`src/rtl/bnn_weight_loader.sv`:
```
// Stages NUM_NEURONS host weight words, then on commit replays them as a gapless load_en burst.
// Latency: commit sampled at edge T -> load_en cycles T+1..T+NUM_NEURONS, done at T+NUM_NEURONS+1.
// Backpressure: wr_ready is high only while filling; a started burst always runs to completion.
// Optional feature macro: LOADER_PARITY_EN (even-parity check on each accepted host word).
module bnn_weight_loader #(
  parameter int NUM_NEURONS = 4,
  parameter int WEIGHT_W    = 6,
  localparam int CW = $clog2(NUM_NEURONS) + 1,
  localparam int IW = $clog2(NUM_NEURONS)
) (
  input  logic                clk,
  input  logic                rst_n,
  input  logic                wr_valid,
  output logic                wr_ready,
  input  logic [WEIGHT_W-1:0] wr_data,
  input  logic                wr_parity,
  input  logic                commit,
  input  logic                clear,
  output logic [CW-1:0]       fill_count,
  output logic                busy,
  output logic                done,
  output logic                err,
  output logic                load_en,
  output logic [WEIGHT_W-1:0] load_data
);

  typedef enum logic [1:0] {
    FILL  = 2'd0,
    ARMED = 2'd1,
    SEND  = 2'd2,
    DONE  = 2'd3
  } state_t;

  state_t              state, state_nxt;
  logic [CW-1:0]       fill_nxt;
  logic [IW-1:0]       idx, idx_nxt, idx_inc;
  logic                err_nxt;
  logic                load_en_nxt;
  logic [WEIGHT_W-1:0] load_data_nxt;
  logic                wbuf_we;
  logic                parity_bad;
  logic [WEIGHT_W-1:0] wbuf [NUM_NEURONS];

`ifdef LOADER_PARITY_EN
  // Even parity: data bits plus parity bit must hold an even number of ones.
  assign parity_bad = wr_parity ^ (^wr_data);
`else
  logic unused_parity;
  assign unused_parity = wr_parity;
  assign parity_bad    = 1'b0;
`endif

  assign wr_ready = (state == FILL);
  assign busy     = (state == SEND);
  assign done     = (state == DONE);
  assign idx_inc  = idx + 1'b1;

  // Next-state, counters, error flag and the next registered load strobe/data.
  always_comb begin
    state_nxt     = state;
    fill_nxt      = fill_count;
    idx_nxt       = idx;
    err_nxt       = err;
    load_en_nxt   = 1'b0;
    load_data_nxt = '0;
    wbuf_we       = 1'b0;
    case (state)
      FILL: begin
        if (clear) begin
          // Clear wins over a same-cycle write or commit; that word is dropped.
          fill_nxt = '0;
          err_nxt  = 1'b0;
        end else begin
          // Commit judged on the registered count, so it is early even if this write fills.
          if (commit) err_nxt = 1'b1;
          if (wr_valid) begin
            if (parity_bad) begin
              err_nxt = 1'b1;
            end else begin
              wbuf_we  = 1'b1;
              fill_nxt = fill_count + 1'b1;
              if (fill_count == CW'(NUM_NEURONS - 1)) state_nxt = ARMED;
            end
          end
        end
      end
      ARMED: begin
        if (clear) begin
          state_nxt = FILL;
          fill_nxt  = '0;
          err_nxt   = 1'b0;
        end else if (commit) begin
          state_nxt     = SEND;
          idx_nxt       = '0;
          load_en_nxt   = 1'b1;
          load_data_nxt = wbuf[0];
        end
      end
      SEND: begin
        // clear/commit ignored here: a burst is never truncated.
        if (idx == IW'(NUM_NEURONS - 1)) begin
          state_nxt = DONE;
        end else begin
          idx_nxt       = idx_inc;
          load_en_nxt   = 1'b1;
          load_data_nxt = wbuf[idx_inc];
        end
      end
      DONE: begin
        fill_nxt  = '0;
        state_nxt = FILL;
      end
      default: state_nxt = FILL;
    endcase
  end

  // State and control registers; reset forces every output to idle immediately.
  always_ff @(posedge clk or negedge rst_n) begin
    if (!rst_n) begin
      state      <= FILL;
      fill_count <= '0;
      idx        <= '0;
      err        <= 1'b0;
      load_en    <= 1'b0;
      load_data  <= '0;
    end else begin
      state      <= state_nxt;
      fill_count <= fill_nxt;
      idx        <= idx_nxt;
      err        <= err_nxt;
      load_en    <= load_en_nxt;
      load_data  <= load_data_nxt;
    end
  end

  // Staging buffer; contents are meaningless until refilled, so no reset.
  always_ff @(posedge clk) begin
    if (wbuf_we) wbuf[fill_count[IW-1:0]] <= wr_data;
  end

endmodule

```
`config.mk`:
```
export PLATFORM = sky130hd
export DESIGN_NAME = bnn_weight_loader
export DESIGN_NICKNAME = d
export VERILOG_FILES = /design/src/rtl/bnn_weight_loader.sv
export SDC_FILE = /design/constraint.sdc
export NUM_CORES = 1
export LEC_CHECK = 0
export CORE_MARGIN = 1
export CORE_UTILIZATION = 48
export CTS_CLUSTER_SIZE = 14
export DETAILED_ROUTE_END_ITERATION = 10
export GPL_TIMING_DRIVEN = 0
export PLACE_DENSITY = 0.87
export SYNTH_ARGS = -nofsm -noshare
export SYNTH_HDL_FRONTEND = slang
export SYNTH_SLANG_ARGS = --single-unit
```
`constraint.sdc`:
```
create_clock -name clk -period 1.9 [get_ports clk]
set_clock_uncertainty 0.2 [all_clocks]
set_input_delay 0.57 -clock clk [delete_from_list [all_inputs] [get_ports clk]]
set_output_delay 0.57 -clock clk [all_outputs]
set_load 0.005 [all_outputs]
```
# Word-level counts from Yosys, hierarchy flattened
# Memories as Yosys holds them, arrays and structs flattened.
# Index checks and enable logic that the tools add are counted.
[totals] reg_bits=15 latchBits=0 inputBits=12 n_memories=1 rom_bits=0 mem_bits_rw=24
[op_classes] n_addsub=2 shift=0 mux=32 mul=0 n_eq_ne=16 order_cmp=0 n_reduce_logical=8 bitwise_logic=0 div=0
[mem_list] name="wbuf" words=4 width=6 read_ports=2 rd_ports_with_merged_regs=0 write_ports=1 line_no="42" rtl="logic [WEIGHT_W-1:0] wbuf [NUM_NEURONS];"
[ops] operator="two-way mux 2 bit" n=9
[ops] operator="two-way mux 6 bit" n=3
[ops] operator="!= test 2 bit, second input constant" n=6
[ops] operator="one-hot mux 6 bit (2 select lines)" n=1
[ops] operator="two-way mux 1 bit" n=11
[ops] operator="two-way mux 3 bit" n=3
[ops] operator="one-hot mux 3 bit (3 select lines)" n=1
[ops] operator="one-hot mux 2 bit (4 select lines)" n=1
[ops] operator="== test 2 bit, second input constant" n=3
[ops] operator="AND reduction 3 bit" n=2
[ops] operator="AND reduction 5 bit" n=1
[ops] operator="!= test 2 x 1 -> 1 bit, second input constant" n=2
[ops] operator="one-hot mux 1 bit (2 select lines)" n=2
[ops] operator="one-hot mux 2 bit (2 select lines)" n=1
[ops] operator="AND reduction 4 bit" n=1
[ops] operator="nonzero test 2 bit" n=2
[ops] operator="adder 3 x 1 -> 3 bit, second input constant" n=1
[ops] operator="== test 3 x 2 -> 1 bit, second input constant" n=1
[ops] operator="!= test 3 x 1 -> 1 bit, second input constant" n=1
[ops] operator="!= test 3 x 2 -> 1 bit, second input constant" n=1
[ops] operator="!= test 3 bit, second input constant" n=1
[ops] operator="nonzero test 3 bit" n=1
[ops] operator="adder 2 x 1 -> 2 bit, second input constant" n=1
[ops] operator="== test 2 x 1 -> 1 bit, second input constant" n=1
[ops] operator="zero test 2 bit" n=1

# Logic depth before layout (Yosys ltp)
[logic_depth] word_depth=5 ltp_mapped=7 ltp_nobuf=6

# Least setup slack after synthesis
# No wires, ideal clock.
[synth_path] path_kind="register to register" from="register state[0]" to="register state[0]" setup_ps=128 n_path_buf=1 required_time_ps=1572 arrival_time_ps=1472 setup_slack_ps=101 stages_incl_launch_ff=8 path_cell_list="dfrtp_1 inv_1 ha_1 nor2b_1 buf_2 a221oi_4 o21ai_1 mux2i_1"
[synth_via] elab_chain_len=3 elab_cells_between_ends=11 cone_classes="eq/ne (8); mux (1); reduce/logical (2)"
[synth_rtl] item="from (decl)" line_no="34" rtl="state_t state, state_nxt;"
[synth_rtl] item="from (signal assigned)" line_no="127" rtl="state <= state_nxt;"
[synth_rtl] item="== test 2 bit *"
[synth_rtl] item="named net busy" line_no="20" rtl="output logic busy,"
[synth_rtl] item="!= test 2 x 1 -> 1 bit (no line)"
[synth_rtl] item="AND reduction 5 bit (no line)"
# The timed path passes the listed nets; every way through them passes the cells marked *.
# A chain may end at the register's enable or synchronous reset.

# Final worst setup path
[layout_path] from="register state[0]" to="output port busy"
[layout_via] elab_chain_len=1
[layout_rtl] item="== test 2 bit" line_no="54" rtl="assign busy = (state == SEND);"
[layout_rtl] item="to (decl)" line_no="20"
# Every way passes these cells.

==> impl_metrics.json <==
{
  "outcome": "complete, but fails checks",
  "failed_checks": "negative setup slack",
  "postCtsHoldBufs": 0,
  "syn-cell-area_um2": 1790,
  "layout-drive-gt1-share_pct": 38.0,
  "syn_nets": 144,
  "most-common-layout-cells": "24 x edfxtp_1, 14 x dfrtp_1, 14 x buf_4",
  "path_delay_family": "flip-flops",
  "coreArea_um2": 3440,
  "io_pins": 26,
  "worstSkewPairLatency_ns": 0.29,
  "seq_power_share_pct": 29.3,
  "synth_edf_count": 24,
  "final_common_cell": "edfxtp_1",
  "drc": 0,
  "drt-total-wl_um": 4670,
  "routabilityCongestion": 0.830,
  "num_antenna_cells": 0,
  "rr_startpoint": "state[0]",
  "synthesis.area_per_instance_um2": 14.9,
  "power.density_nw_per_um2": 1510,
  "layout.nets": 194,
  "leakagePower_nw": 1.09,
  "hold_path_depth": 1,
  "synth_top_area_cell": "edfxtp_1",
  "cts_tree": "done",
  "critPathCaptureType": "output port",
  "fillers": 193,
  "min_to": "load_data[0]",
  "grt_pass1_wl_um": 7180,
  "antenna_found_initial": 0,
  "path_buf_inv": 3,
  "vias": 1343,
  "fin_crit_ns": 1.94,
  "combPwrFrac_pct": 52.5,
  "pwr-share-clk_pct": 18.2,
  "ant_nets": 0,
  "die_h_um": 63.0,
  "ys_seq_area_share_pct": 61.4,
  "crit_slowest_cell": "dfrtp_1",
  "setup_viol": 5,
  "synthCells": 120,
  "drtIter0Drc": 142,
  "fin_area_um2": 2510,
  "viasPerCell": 6.19,
  "hpwl_um": 2440,
  "grt_usage_pct": 25.0,
  "slew_headroom_pct": 48.7,
  "crit_path_frequent_cell": "buf_6",
  "cts_buffers": 5,
  "post_dp_cell_area_um2": 2080,
  "internal-power_mw": 2.47,
  "reg2reg_to": "fill_count[2]",
  "switchingPower_mw": 1.33,
  "worstMarginPinSlew_ns": 0.767,
  "cts_root_buffer": "clkbuf_8",
  "synth_cell_types": 28,
  "ys_top_cells_by_area": "edfxtp_1 40%, dfrtp_1 21%, ha_1 8.4%",
  "rsz0062_at_grt": "true",
  "grt_overflow": 0,
  "postSynth.asyncResetShare_pct": 38.5,
  "crit_chain": "inv_2, buf_6, ha_4, buf_6",
  "synth_seq_cells": 39,
  "num_rows": 21,
  "critPathRequiredTime_ns": 1.13,
  "min_from": "wbuf[0][0]",
  "start_util_pct": 51.9,
  "htree_num_levels": 2,
  "cpPeakStageDelay_ns": 0.41,
  "synth_ff_type": "edfxtp_1",
  "hold_viol": 0,
  "fmax_mhz": 515,
  "power_mw": 3.80,
  "slew_violations": 0,
  "start_kind": "flop",
  "min_period_over_period_pct": 102,
  "holdWs_ns": 0.306,
  "wl_per_cell_um": 21.5,
  "hold_path_class": "reg -> reg",
  "grt_pass1_vias": 1408,
  "syn_to_final_growth_pct": 40.6,
  "cp.arrival_ns": 1.17,
  "drv_cap": 0,
  "criticalPathCategory": "reg -> out",
  "swShare_pct": 35.0,
  "cp_max_fo": 3,
  "yosysTopAreaCellShare_pct": 40.4,
  "die_area_um2": 3970,
  "r2r_cells": 8,
  "clock_path_buffers": 2,
  "peakVddDrop_uv": 814,
  "cts.sinks": 39,
  "worst_slack_ns": -0.0403,
  "firstDrtPassIters": 4,
  "numPortBuffers": 24,
  "die_w_um": 63.0,
  "grt_max_degree": 16,
  "path_clk_slew_ns": 0.08,
  "yosysWarningCount": 0,
  "rrSetupSlack_ns": -0.02
}
## per-stage QoR
stage / std cells / worst slack [ns] / TNS, ns / utilization (%)
2_1_floorplan: 120 / 0.101 / 0 / -
3_3_place_gp: 190 / -0.395 / -12.34 / 60.5
3_5_place_dp: 190 / -0.443 / -13.39 / 60.5
4_1_cts: 218 / -0.0777 / -0.0805 / 71.6
5_1_grt: 217 / -0.0547 / -0.296 / 72.9
6_report: 217 / -0.0403 / -0.121 / 72.9
## metal layers
metal	track usage [%]	up-vias	wire length (um)
met1	28.4	665	1620
met4	17.4	0	250
met5	0	-	0
met2	41.7	97	2430
li1	-	552	-
met3	5.11	29	361
## logic make-up after synthesis
family | Yosys count | synth area share [%]
AOI/OAI and AO/OA | 23 | 10.7
adders and majority gates | 12 | 8.41
buffers and inverters | 15 | 3.71
DFF | 39 | 61.4
muxes | 9 | 9.25
and+or+nand+nor | 22 | 6.59
## layout make-up
class                      count  area [um^2]  share of cell area (%)
sequential                    39         1100                    43.7
multi-input combinational     66          746                    29.7
timing repair buffer          46          439                    17.5
clock buffer                   5         68.8                    2.74
tap                           46         57.6                    2.29
inverter                      11         46.3                    1.84
clock inverter                 3         43.8                    1.74
buffer                         1         11.3                   0.449
## worst register-to-register path, cell delays in order (launching register included)
cell and delay, ns:
dfrtp_1 0.41, inv_2 0.07, buf_6 0.13, buf_6 0.13
ha_4 0.16, inv_2 0.06, o21ai_2 0.07, or4_4 0.44
o22ai_2 0.16
## state kept, by name (all words and copies together), names as in the netlist, named ones only
register	flops
wbuf	24
load_data	6
fill_count	3
idx	2
err	1
load_en	1
state	1
## worst max path at each step
stage / from / to / slack, ns / cells after the start
finish: state[0] / busy / -0.04 / 4
floorplan: state[0] / state[0] / 0.10 / 7
detailed placement: clear / wbuf[1][3] / -0.44 / 4
CTS: flop / busy / -0.08 / 4
global route: state[0] / busy / -0.05 / 4
global placement: clear / wbuf[3][3] / -0.40 / 4
## Yosys cell counts (3+ instances only)
cell	number
a21oi_1	3
and2_1	4
nor2_1	3
ha_1	12
mux2i_1	3
nand2_1	6
mux4_2	6
inv_1	11
a32o_1	7
edfxtp_1	24
dfrtp_1	15
nor2b_1	3
a31oi_1	3
## power groups by stage
stage                     combinational, mW  sequential (mW)  clock [mW]
after floorplan                       0.794             1.14           0
after global placement                 1.17             1.14           0
after detailed placement               1.24             1.15           0
after CTS                              1.79             1.11       0.694
after global routing                   2.08             1.13       0.734
final                                  2.00             1.11       0.690
## repair_timing
| action | in CTS | in global routing |
|---|---|---|
| pin swaps | 8 | 5 |
| gates cloned | 0 | 0 |
| setup buffers | 22 | 1 |
| endpoints found under the setup margin | 43 | 39 |
| gates resized for setup | 57 | 15 |
(Power assumes the default switching activity.)
